### config.mk
export PLATFORM = sky130hd
export DESIGN_NAME = duck_flight_ctrl
export DESIGN_NICKNAME = d
export VERILOG_FILES = /design/src/rtl/duck_flight_ctrl.sv
export SDC_FILE = /design/constraint.sdc
export NUM_CORES = 1
export LEC_CHECK = 0
export ABC_AREA = 1
export CORE_AREA = 2 2 97 99
export DETAILED_ROUTE_END_ITERATION = 10
export DIE_AREA = 0 0 99 101
export PLACE_DENSITY = 0.68
export SLEW_MARGIN = 20
export SYNTH_ARGS = -nofsm -noshare
export SYNTH_HDL_FRONTEND = slang
export SYNTH_SLANG_ARGS = --single-unit
export TNS_END_PERCENT = 1
### constraint.sdc
create_clock -name clk_25mhz -period 4.2 [get_ports clk_25mhz]
set_clock_uncertainty 0.05 [all_clocks]
set_input_delay 0.84 -clock clk_25mhz [delete_from_list [all_inputs] [get_ports clk_25mhz]]
set_output_delay 0.84 -clock clk_25mhz [all_outputs]
set_load 0.1 [all_outputs]
### src/rtl/duck_flight_ctrl.sv
// Duck sprite flight controller: frame-ticked motion FSM (fly, escape, hit, fall)
// that feeds position, image and visibility to the VGA stage through two strobes.
module duck_flight_ctrl #(
    parameter int START_X       = 304,
    parameter int START_Y       = 400,
    parameter int FLOOR_Y       = 400,
    parameter int MAX_X         = 608,
    parameter int DX            = 2,
    parameter int DY            = 2,
    parameter int FALL_DY       = 4,
    parameter int FLAP_FRAMES   = 8,
    parameter int HIT_FRAMES    = 30,
    parameter int ESCAPE_FRAMES = 600,
    parameter int SEL_FLAP0     = 0,
    parameter int SEL_FLAP1     = 1,
    parameter int SEL_HIT       = 2,
    parameter int SEL_FALL      = 3
) (
    input  logic       clk_25mhz,
    input  logic       rst,
    input  logic       vsync,
    input  logic       start,
    input  logic       hit,
    output logic [9:0] sprite_x,
    output logic [8:0] sprite_y,
    output logic [4:0] sprite_sel,
    output logic       sprite_vis,
    output logic       sprite_pos,
    output logic       sprite_attr,
    output logic       busy,
    output logic       downed,
    output logic       escaped
);

    typedef enum logic [2:0] {S_IDLE, S_FLY, S_ESCAPE, S_HIT, S_FALL} state_t;

    localparam int FLAP_W   = $clog2(FLAP_FRAMES + 1);
    localparam int HIT_W    = $clog2(HIT_FRAMES + 1);
    localparam int FLIGHT_W = $clog2(ESCAPE_FRAMES + 1);

    localparam logic signed [10:0] L_ZERO    = 11'sd0;
    localparam logic signed [10:0] L_DX      = 11'(DX);
    localparam logic signed [10:0] L_DY      = 11'(DY);
    localparam logic signed [10:0] L_FALL_DY = 11'(FALL_DY);
    localparam logic signed [10:0] L_MAX_X   = 11'(MAX_X);
    localparam logic signed [10:0] L_FLOOR_Y = 11'(FLOOR_Y);

    state_t                r_state, w_state;
    logic [9:0]            r_x, w_x;
    logic [8:0]            r_y, w_y;
    logic [4:0]            r_sel, w_sel;
    logic                  r_vis, w_vis;
    logic                  r_left, w_left;
    logic                  r_up, w_up;
    logic [FLAP_W-1:0]     r_flap, w_flap;
    logic [HIT_W-1:0]      r_hitcnt, w_hitcnt;
    logic [FLIGHT_W-1:0]   r_flight, w_flight;
    logic [2:0]            r_vs;
    logic                  r_pos, r_attr, r_pend;
    logic                  r_downed, w_downed;
    logic                  r_escaped, w_escaped;
    logic                  w_req, w_tick;
    logic                  w_flap_wrap;
    logic [4:0]            w_flap_sel;
    logic signed [10:0]    w_x_ext, w_y_ext;
    logic signed [10:0]    w_x_step, w_y_fly, w_y_esc, w_y_fall;

    // r_vs[0..1] is the two-flop synchroniser, r_vs[2] the delayed copy for edge detection.
    assign w_tick = r_vs[2] & ~r_vs[1];

    assign w_x_ext  = {1'b0, r_x};
    assign w_y_ext  = {2'b00, r_y};
    assign w_x_step = r_left ? (w_x_ext - L_DX) : (w_x_ext + L_DX);
    assign w_y_fly  = r_up ? (w_y_ext - L_DY) : (w_y_ext + L_DY);
    assign w_y_esc  = w_y_ext - L_DY;
    assign w_y_fall = w_y_ext + L_FALL_DY;

    assign w_flap_wrap = (r_flap == FLAP_W'(FLAP_FRAMES - 1));
    assign w_flap_sel  = (r_sel == 5'(SEL_FLAP0)) ? 5'(SEL_FLAP1) : 5'(SEL_FLAP0);

    always_comb begin
        // NOTE: every next-value signal takes its hold value first so no path infers a latch.
        w_state   = r_state;
        w_x       = r_x;
        w_y       = r_y;
        w_sel     = r_sel;
        w_vis     = r_vis;
        w_left    = r_left;
        w_up      = r_up;
        w_flap    = r_flap;
        w_hitcnt  = r_hitcnt;
        w_flight  = r_flight;
        w_downed  = 1'b0;
        w_escaped = 1'b0;
        w_req     = 1'b0;

        case (r_state)
            S_IDLE: begin
                if (start) begin
                    w_state  = S_FLY;
                    w_x      = 10'(START_X);
                    w_y      = 9'(START_Y);
                    w_left   = 1'b0;
                    w_up     = 1'b1;
                    w_sel    = 5'(SEL_FLAP0);
                    w_vis    = 1'b1;
                    w_flap   = '0;
                    w_hitcnt = '0;
                    w_flight = '0;
                    w_req    = 1'b1;
                end
            end
            S_FLY, S_ESCAPE: begin
                if (hit) begin
                    // A tick landing with the shot still strobes, but moves nothing.
                    w_state  = S_HIT;
                    w_sel    = 5'(SEL_HIT);
                    w_hitcnt = '0;
                    w_req    = w_tick;
                end else if (w_tick) begin
                    w_req  = 1'b1;
                    w_flap = w_flap_wrap ? '0 : r_flap + FLAP_W'(1);
                    if (w_flap_wrap)
                        w_sel = w_flap_sel;
                    if (r_state == S_FLY) begin
                        if (w_x_step > L_MAX_X) begin
                            w_x    = 10'(MAX_X);
                            w_left = 1'b1;
                        end else if (w_x_step < L_ZERO) begin
                            w_x    = '0;
                            w_left = 1'b0;
                        end else begin
                            w_x = w_x_step[9:0];
                        end
                        if (w_y_fly < L_ZERO) begin
                            w_y  = '0;
                            w_up = 1'b0;
                        end else if (w_y_fly > L_FLOOR_Y) begin
                            w_y  = 9'(FLOOR_Y);
                            w_up = 1'b1;
                        end else begin
                            w_y = w_y_fly[8:0];
                        end
                        if (r_flight == FLIGHT_W'(ESCAPE_FRAMES - 1))
                            w_state = S_ESCAPE;
                        else
                            w_flight = r_flight + FLIGHT_W'(1);
                    end else if (w_y_esc < L_ZERO) begin
                        w_y       = '0;
                        w_vis     = 1'b0;
                        w_escaped = 1'b1;
                        w_state   = S_IDLE;
                    end else begin
                        w_y = w_y_esc[8:0];
                    end
                end
            end
            S_HIT: begin
                if (w_tick) begin
                    w_req = 1'b1;
                    if (r_hitcnt == HIT_W'(HIT_FRAMES - 1)) begin
                        w_sel   = 5'(SEL_FALL);
                        w_state = S_FALL;
                    end else begin
                        w_hitcnt = r_hitcnt + HIT_W'(1);
                    end
                end
            end
            S_FALL: begin
                if (w_tick) begin
                    w_req = 1'b1;
                    if (w_y_fall >= L_FLOOR_Y) begin
                        w_y      = 9'(FLOOR_Y);
                        w_vis    = 1'b0;
                        w_downed = 1'b1;
                        w_state  = S_IDLE;
                    end else begin
                        w_y = w_y_fall[8:0];
                    end
                end
            end
            default: w_state = S_IDLE;
        endcase
    end

    always_ff @(posedge clk_25mhz or posedge rst) begin
        if (rst) begin
            // NOTE: vsync flops reset high (idle level) so releasing reset cannot fake a frame edge.
            r_vs      <= 3'b111;
            r_state   <= S_IDLE;
            r_x       <= 10'(START_X);
            r_y       <= 9'(START_Y);
            r_sel     <= 5'(SEL_FLAP0);
            r_vis     <= 1'b0;
            r_left    <= 1'b0;
            r_up      <= 1'b1;
            r_flap    <= '0;
            r_hitcnt  <= '0;
            r_flight  <= '0;
            r_pos     <= 1'b0;
            r_attr    <= 1'b0;
            r_pend    <= 1'b0;
            r_downed  <= 1'b0;
            r_escaped <= 1'b0;
        end else begin
            // NOTE: non-blocking assignments keep every register sampling pre-edge values.
            r_vs      <= {r_vs[1:0], vsync};
            r_state   <= w_state;
            r_x       <= w_x;
            r_y       <= w_y;
            r_sel     <= w_sel;
            r_vis     <= w_vis;
            r_left    <= w_left;
            r_up      <= w_up;
            r_flap    <= w_flap;
            r_hitcnt  <= w_hitcnt;
            r_flight  <= w_flight;
            r_downed  <= w_downed;
            r_escaped <= w_escaped;
            // A load request arriving while sprite_attr is about to fire waits one cycle.
            r_pos     <= (w_req | r_pend) & ~r_pos;
            r_pend    <= (w_req | r_pend) & r_pos;
            r_attr    <= r_pos;
        end
    end

    assign sprite_x    = r_x;
    assign sprite_y    = r_y;
    assign sprite_sel  = r_sel;
    assign sprite_vis  = r_vis;
    assign sprite_pos  = r_pos;
    assign sprite_attr = r_attr;
    assign busy        = (r_state != S_IDLE);
    assign downed      = r_downed;
    assign escaped     = r_escaped;

endmodule

# --- After elaboration in Yosys (flattened, before gate mapping) ---
# Cells that the tools add are included.
classes:
  n_mux: 86
  addsub: 8
  eq_ne: 26
  bitwise_logic: 6
  magnitude_cmp: 6
  reduce_logical: 18
op_table:
  columns: ["op", "n"]
  rows:
  - ["10-bit 2-to-1 mux", 11]
  - ["9-bit 2-to-1 mux", 9]
  - ["5-bit 2-to-1 mux", 9]
  - ["10-bit one-hot mux with 2 select lines", 2]
  - ["1-bit 2-to-1 mux", 30]
  - ["3-bit 2-to-1 mux", 10]
  - ["5-bit one-hot mux with 3 select lines", 2]
  - ["9-bit one-hot mux with 3 select lines", 1]
  - ["2-bit inequality test, second input constant", 13]
  - ["6-bit AND reduction", 4]
  - ["11-bit by 1-bit less-than comparator with 1-bit output, second input constant", 2]
  - ["11-bit 2-to-1 mux", 2]
  - ["4-bit 2-to-1 mux", 4]
  - ["8-bit AND reduction", 2]
  - ["5-bit AND reduction", 3]
  - ["3-bit inequality test, second input constant", 4]
  - ["3-bit one-hot mux with 4 select lines", 1]
  - ["10-bit by 2-bit adder with 11-bit output, second input constant", 1]
  - ["11-bit by 10-bit greater-than comparator with 1-bit output, second input constant", 1]
  - ["11-bit greater-than comparator, second input constant", 1]
  - ["10-bit by 2-bit subtractor with 11-bit output, second input constant", 1]
  - ["10-bit by 1-bit adder with 10-bit output, second input constant", 1]
  - ["9-bit by 2-bit adder with 10-bit output, second input constant", 1]
  - ["9-bit by 3-bit adder with 10-bit output, second input constant", 1]
  - ["24 further kinds", 34]
totals:
  out_inout_bits: 30
  inputBits: 5
  wordCells: 166
  ff_bits: 57

# --- Longest topological paths before layout ---
logic_depth:
  ltp_word: 9
  depth_mapped: 18
  depth_no_buf: 18

# --- Worst setup path after synthesis ---
# No wires, ideal clock.
synth_timing:
  path_type: "register to register"
  from: "register r_y[3], in the netlist sprite_y[3]"
  to: "register r_y[2], in the netlist sprite_y[2]"
  n_path_buf: 1
  stages_incl_launch_ff: 18
  setup_time_ps: 120
  setup_slack_ps: 1544
  arrival_ps: 2486
  synth_period_minus_slack_ps: 2656
  t_required_ps: 4030
  cell_sequence: "dfrtp_1 buf_2 inv_1 ha_1 nand2_1 nand2_1 nor2_1 nand2_1 nand3_1 nand2_1 nor2_1 nand2_1 nand3_1 nand2_1 nand2_1 nand2_1 nand2_1 nand2_1"
synth_via:
  elab_chain_len: 9
  word_cells_on_any_way: 17
  classes_between: "add/sub: 3; order compare: 4; mux: 10"
synth_rtl:
  columns: ["item", "line", "text"]
  rows:
  - ["start, declared", "50", "logic [8:0] r_y, w_y;"]
  - ["start signal, assigned", "192", "r_y <= 9'(START_Y);"]
  - ["start signal, assigned", "210", "r_y <= w_y;"]
  - ["9-bit by 2-bit adder with 10-bit output / 9-bit by 2-bit subtractor with 10-bit output (equally long branches)", "74, 75", null]
  - ["11-bit 2-to-1 mux", "74", "assign w_y_fly = r_up ? (w_y_ext - L_DY) : (w_y_ext + L_DY);"]
  - ["11-bit by 10-bit greater-than comparator with 1-bit output", "138", "end else if (w_y_fly > L_FLOOR_Y) begin"]
  - ["9-bit 2-to-1 mux", "138", null]
  - ["9-bit 2-to-1 mux", "135", "if (w_y_fly < L_ZERO) begin"]
  - ["9-bit 2-to-1 mux", "125", "if (r_state == S_FLY) begin"]
  - ["9-bit 2-to-1 mux", "120", "end else if (w_tick) begin"]
  - ["9-bit 2-to-1 mux", "114", "if (hit) begin"]
  - ["9-bit one-hot mux with 3 select lines *", "97", "case (r_state)"]
# Mark *: on every way between the ends. The rest lies on a longest branch, timed or not. The select of a mux whose other input is x is not followed.
# A chain may end at the register's enable or synchronous reset.

# --- Final worst setup path ---
layout_timing:
  from: "register r_state[1]"
  to: "output port busy"
layout_via:
  elab_chain_len: 1
layout_rtl:
  columns: ["item", "line", "text"]
  rows:
  - ["start, declared", "48", "state_t r_state, w_state;"]
  - ["start signal, assigned", "208", "r_state <= w_state;"]
  - ["3-bit nonzero test", "233", "assign busy = (r_state != S_IDLE);"]
  - ["end, declared", "30", "output logic busy,"]
# No other way between the ends.

==> results.sh <==
export IMPL_outcome="complete, no violations"
export IMPL_ys_ff_latch=52
export IMPL_clock_sinks=52
export IMPL_syn_inst=570
export IMPL_wl_per_cell_um=13.2
export IMPL_end_kind="output port"
export IMPL_cp_top_family="buffers and inverters"
export IMPL_path_cells="nor2_1 > nand2_1 > clkdlybuf4s50_1"
export IMPL_avgSynthCellArea_um2=6.91
export IMPL_async_reset_ff_frac=1.00
export IMPL_grt_pass1_vias=3592
export IMPL_hold_viol=0
export IMPL_maxSlewViolCount=0
export IMPL_cpPeakStageDelay_ns=1.20
export IMPL_synth_seq_area_share=0.334
export IMPL_detail_route_antenna_nets=0
export IMPL_synth_warning_count=0
export IMPL_p_sw_uw=1970
export IMPL_cts_reportedPaths_clkPinSlew_ns=0.10
export IMPL_path_class="reg2out"
export IMPL_ios=35
export IMPL_ff2ff_setup_slack_ns=1.64
export IMPL_layout_nets=619
export IMPL_vdd_drop_max_v=0.000648
export IMPL_pwr_share_comb=0.665
export IMPL_vias=3716
export IMPL_cts_tree="yes"
export IMPL_post_route_period_util=0.770
export IMPL_fin_crit_ns=3.24
export IMPL_relSlewSlack=0.311
export IMPL_port_buffers=29
export IMPL_grtUsageTotal=0.198
export IMPL_grt_max_degree=53
export IMPL_swShare=0.594
export IMPL_netlist_area_um2=3940
export IMPL_seqPwrFrac=0.249
export IMPL_viasPerCell=5.25
export IMPL_maxCapViolations=0
export IMPL_cts_setup_buffers=0
export IMPL_row_count=35
export IMPL_endpoint="busy"
export IMPL_start_kind="register"
export IMPL_fin_area_um2=4380
export IMPL_p_leak_uw=0.00220
export IMPL_dp_slack_ns=1.33
export IMPL_p_int_uw=1350
export IMPL_post_dp_cell_area_um2=4290
export IMPL_ys_types=48
export IMPL_post_cts_resized=0
export IMPL_clock_fmax_ghz=0.309
export IMPL_dp_hpwl_mm=7.11
export IMPL_critical_path_required_ns=3.31
export IMPL_cts_htree_levels=2
export IMPL_start_util=0.439
export IMPL_core_area_um2=8980
export IMPL_r2r_end="sprite_pos"
export IMPL_rsz0062_at_grt="no"
export IMPL_clock_tree_buffer_depth=2
export IMPL_post_route_worst_setup_slack_ns=0.964
export IMPL_cts_buffers=5
export IMPL_crit_fanout=7
export IMPL_path_buf_inv=1
export IMPL_r2r_start="r_vs[2]"
export IMPL_cts_root_buf="clkbuf_8"
export IMPL_critPathArrivalTime_ns=2.35
export IMPL_nFillCells=898
export IMPL_cp_startpoint="r_state[1]"
export IMPL_diodes=0
export IMPL_hold_buffers=0
export IMPL_antenna_found_initial=0
export IMPL_hp_class="reg2reg"
export IMPL_drc=0
export IMPL_area_growth_pct=11.2
export IMPL_grt_pass1_wl_mm=16.3
export IMPL_crit_slowest_cell="clkdlybuf4s50_1"
export IMPL_finalSetupTns_ns=0
export IMPL_finalSetupViolCount=0
export IMPL_power_density_nw_per_um2=758
export IMPL_power_frac_clock=0.086
export IMPL_r2r_cells=10
export IMPL_crit_cells=3
export IMPL_drive_above_1_share=0.0871
export IMPL_die_x_um=99
export IMPL_die_height_um=101
export IMPL_synthFlopType="dfrtp_1"
export IMPL_power_total_uw=3320
export IMPL_routed_wirelength_mm=9.38
export IMPL_drt_iter0_drc=260
export IMPL_synth_edf_count=0
export IMPL_worst_pin_slew_ns=1.03
export IMPL_clock_latency_ns=0.31
export IMPL_gp_congestion=0.895
export IMPL_drt_pass1_iter_count=4
export IMPL_grt_overflow=0
export IMPL_dieArea_um2=10000
[sequential cells by signal, indices dropped and copies added, names as in the netlist, 2 cells and up]
| name | flops |
|---|---|
| r_flight | 10 |
| sprite_sel | 2 |
| r_flap | 4 |
| r_state | 3 |
| r_hitcnt | 5 |
| sprite_y | 8 |
| sprite_x | 9 |
| r_vs | 3 |
[synthesized netlist by cell type (all sizes together), types with 10 or more instances]
cell type / count / area share
nand2: 190 / 0.19
inv: 79 / 0.077
nor2: 53 / 0.065
nand3: 44 / 0.057
dfrtp: 42 / 0.27
o21ai: 32 / 0.042
a21oi: 21 / 0.028
ha: 17 / 0.054
nor3: 13 / 0.018
buf: 12 / 0.021
dfstp: 10 / 0.067
nand4: 10 / 0.016
xor2: 10 / 0.022
[metrics by stage]
step / std cells / util / hold slack (ns)
detailed placement: 700 / 0.478 / 0.297
finish: 708 / 0.488 / 0.310
global route: 708 / 0.488 / 0.316
global placement: 700 / 0.478 / 0.296
floorplan: 574 / - / 0.295
CTS: 708 / 0.488 / 0.313
[cell usage in the layout (no fill, tap or decap), types with 8 or more instances in the layout]
cell	instances
a21oi_1	20
clkdlybuf4s50_1	29
dfrtp_1	42
dfstp_2	10
ha_1	17
inv_1	69
inv_2	8
nand2_1	184
nand3_1	43
nand4_1	10
nor2_1	44
nor3_1	12
o21ai_0	27
xor2_1	10
[power by group through the flow]
stage	Clock, uW	Combinational [uW]	Sequential, uW
floorplan	0	1320	1250
global placement	0	2180	831
detailed placement	0	2190	831
CTS	295	2200	825
global route	314	2420	850
finish	286	2210	827
[metal layers]
metal	wire [um]	global-route usage
met5	0	0
met4	133	0.0569
met3	386	0.0277
met2	4260	0.323
met1	4590	0.274
[how the worst min path moves through the flow]
stage                    to  depth (start not counted)  slack, ns    start
global route        r_vs[1]                          0       0.32  r_vs[0]
finish              r_vs[1]                          0       0.31  r_vs[0]
floorplan           r_vs[1]                          0       0.30  r_vs[0]
global placement    r_vs[1]                          0       0.30  r_vs[0]
CTS                 r_vs[1]                          0       0.31  r_vs[0]
detailed placement  r_vs[1]                          0       0.30  r_vs[0]
[layout make-up]
type	count	area, um2	area share
multi-input combinational	429	2250	0.513
sequential	52	1310	0.300
inverter	79	303	0.0691
timing repair buffer	29	290	0.0663
tap	111	139	0.0317
clock buffer	5	68.8	0.0157
clock inverter	3	18.8	0.00429
[cells by family (layout without fill, tap and decap cells)]
family	count (synthesis)	count (layout)	synth area share
fa+ha+maj	18	18	0.0591
flops	52	52	0.334
simple gates	321	321	0.368
mux	1	1	0.00254
buf+inv	93	116	0.0998
xor+xnor	13	13	0.0289
other cells	1	5	0.000952
compound gates	71	71	0.107
(Power assumes the default switching activity.)
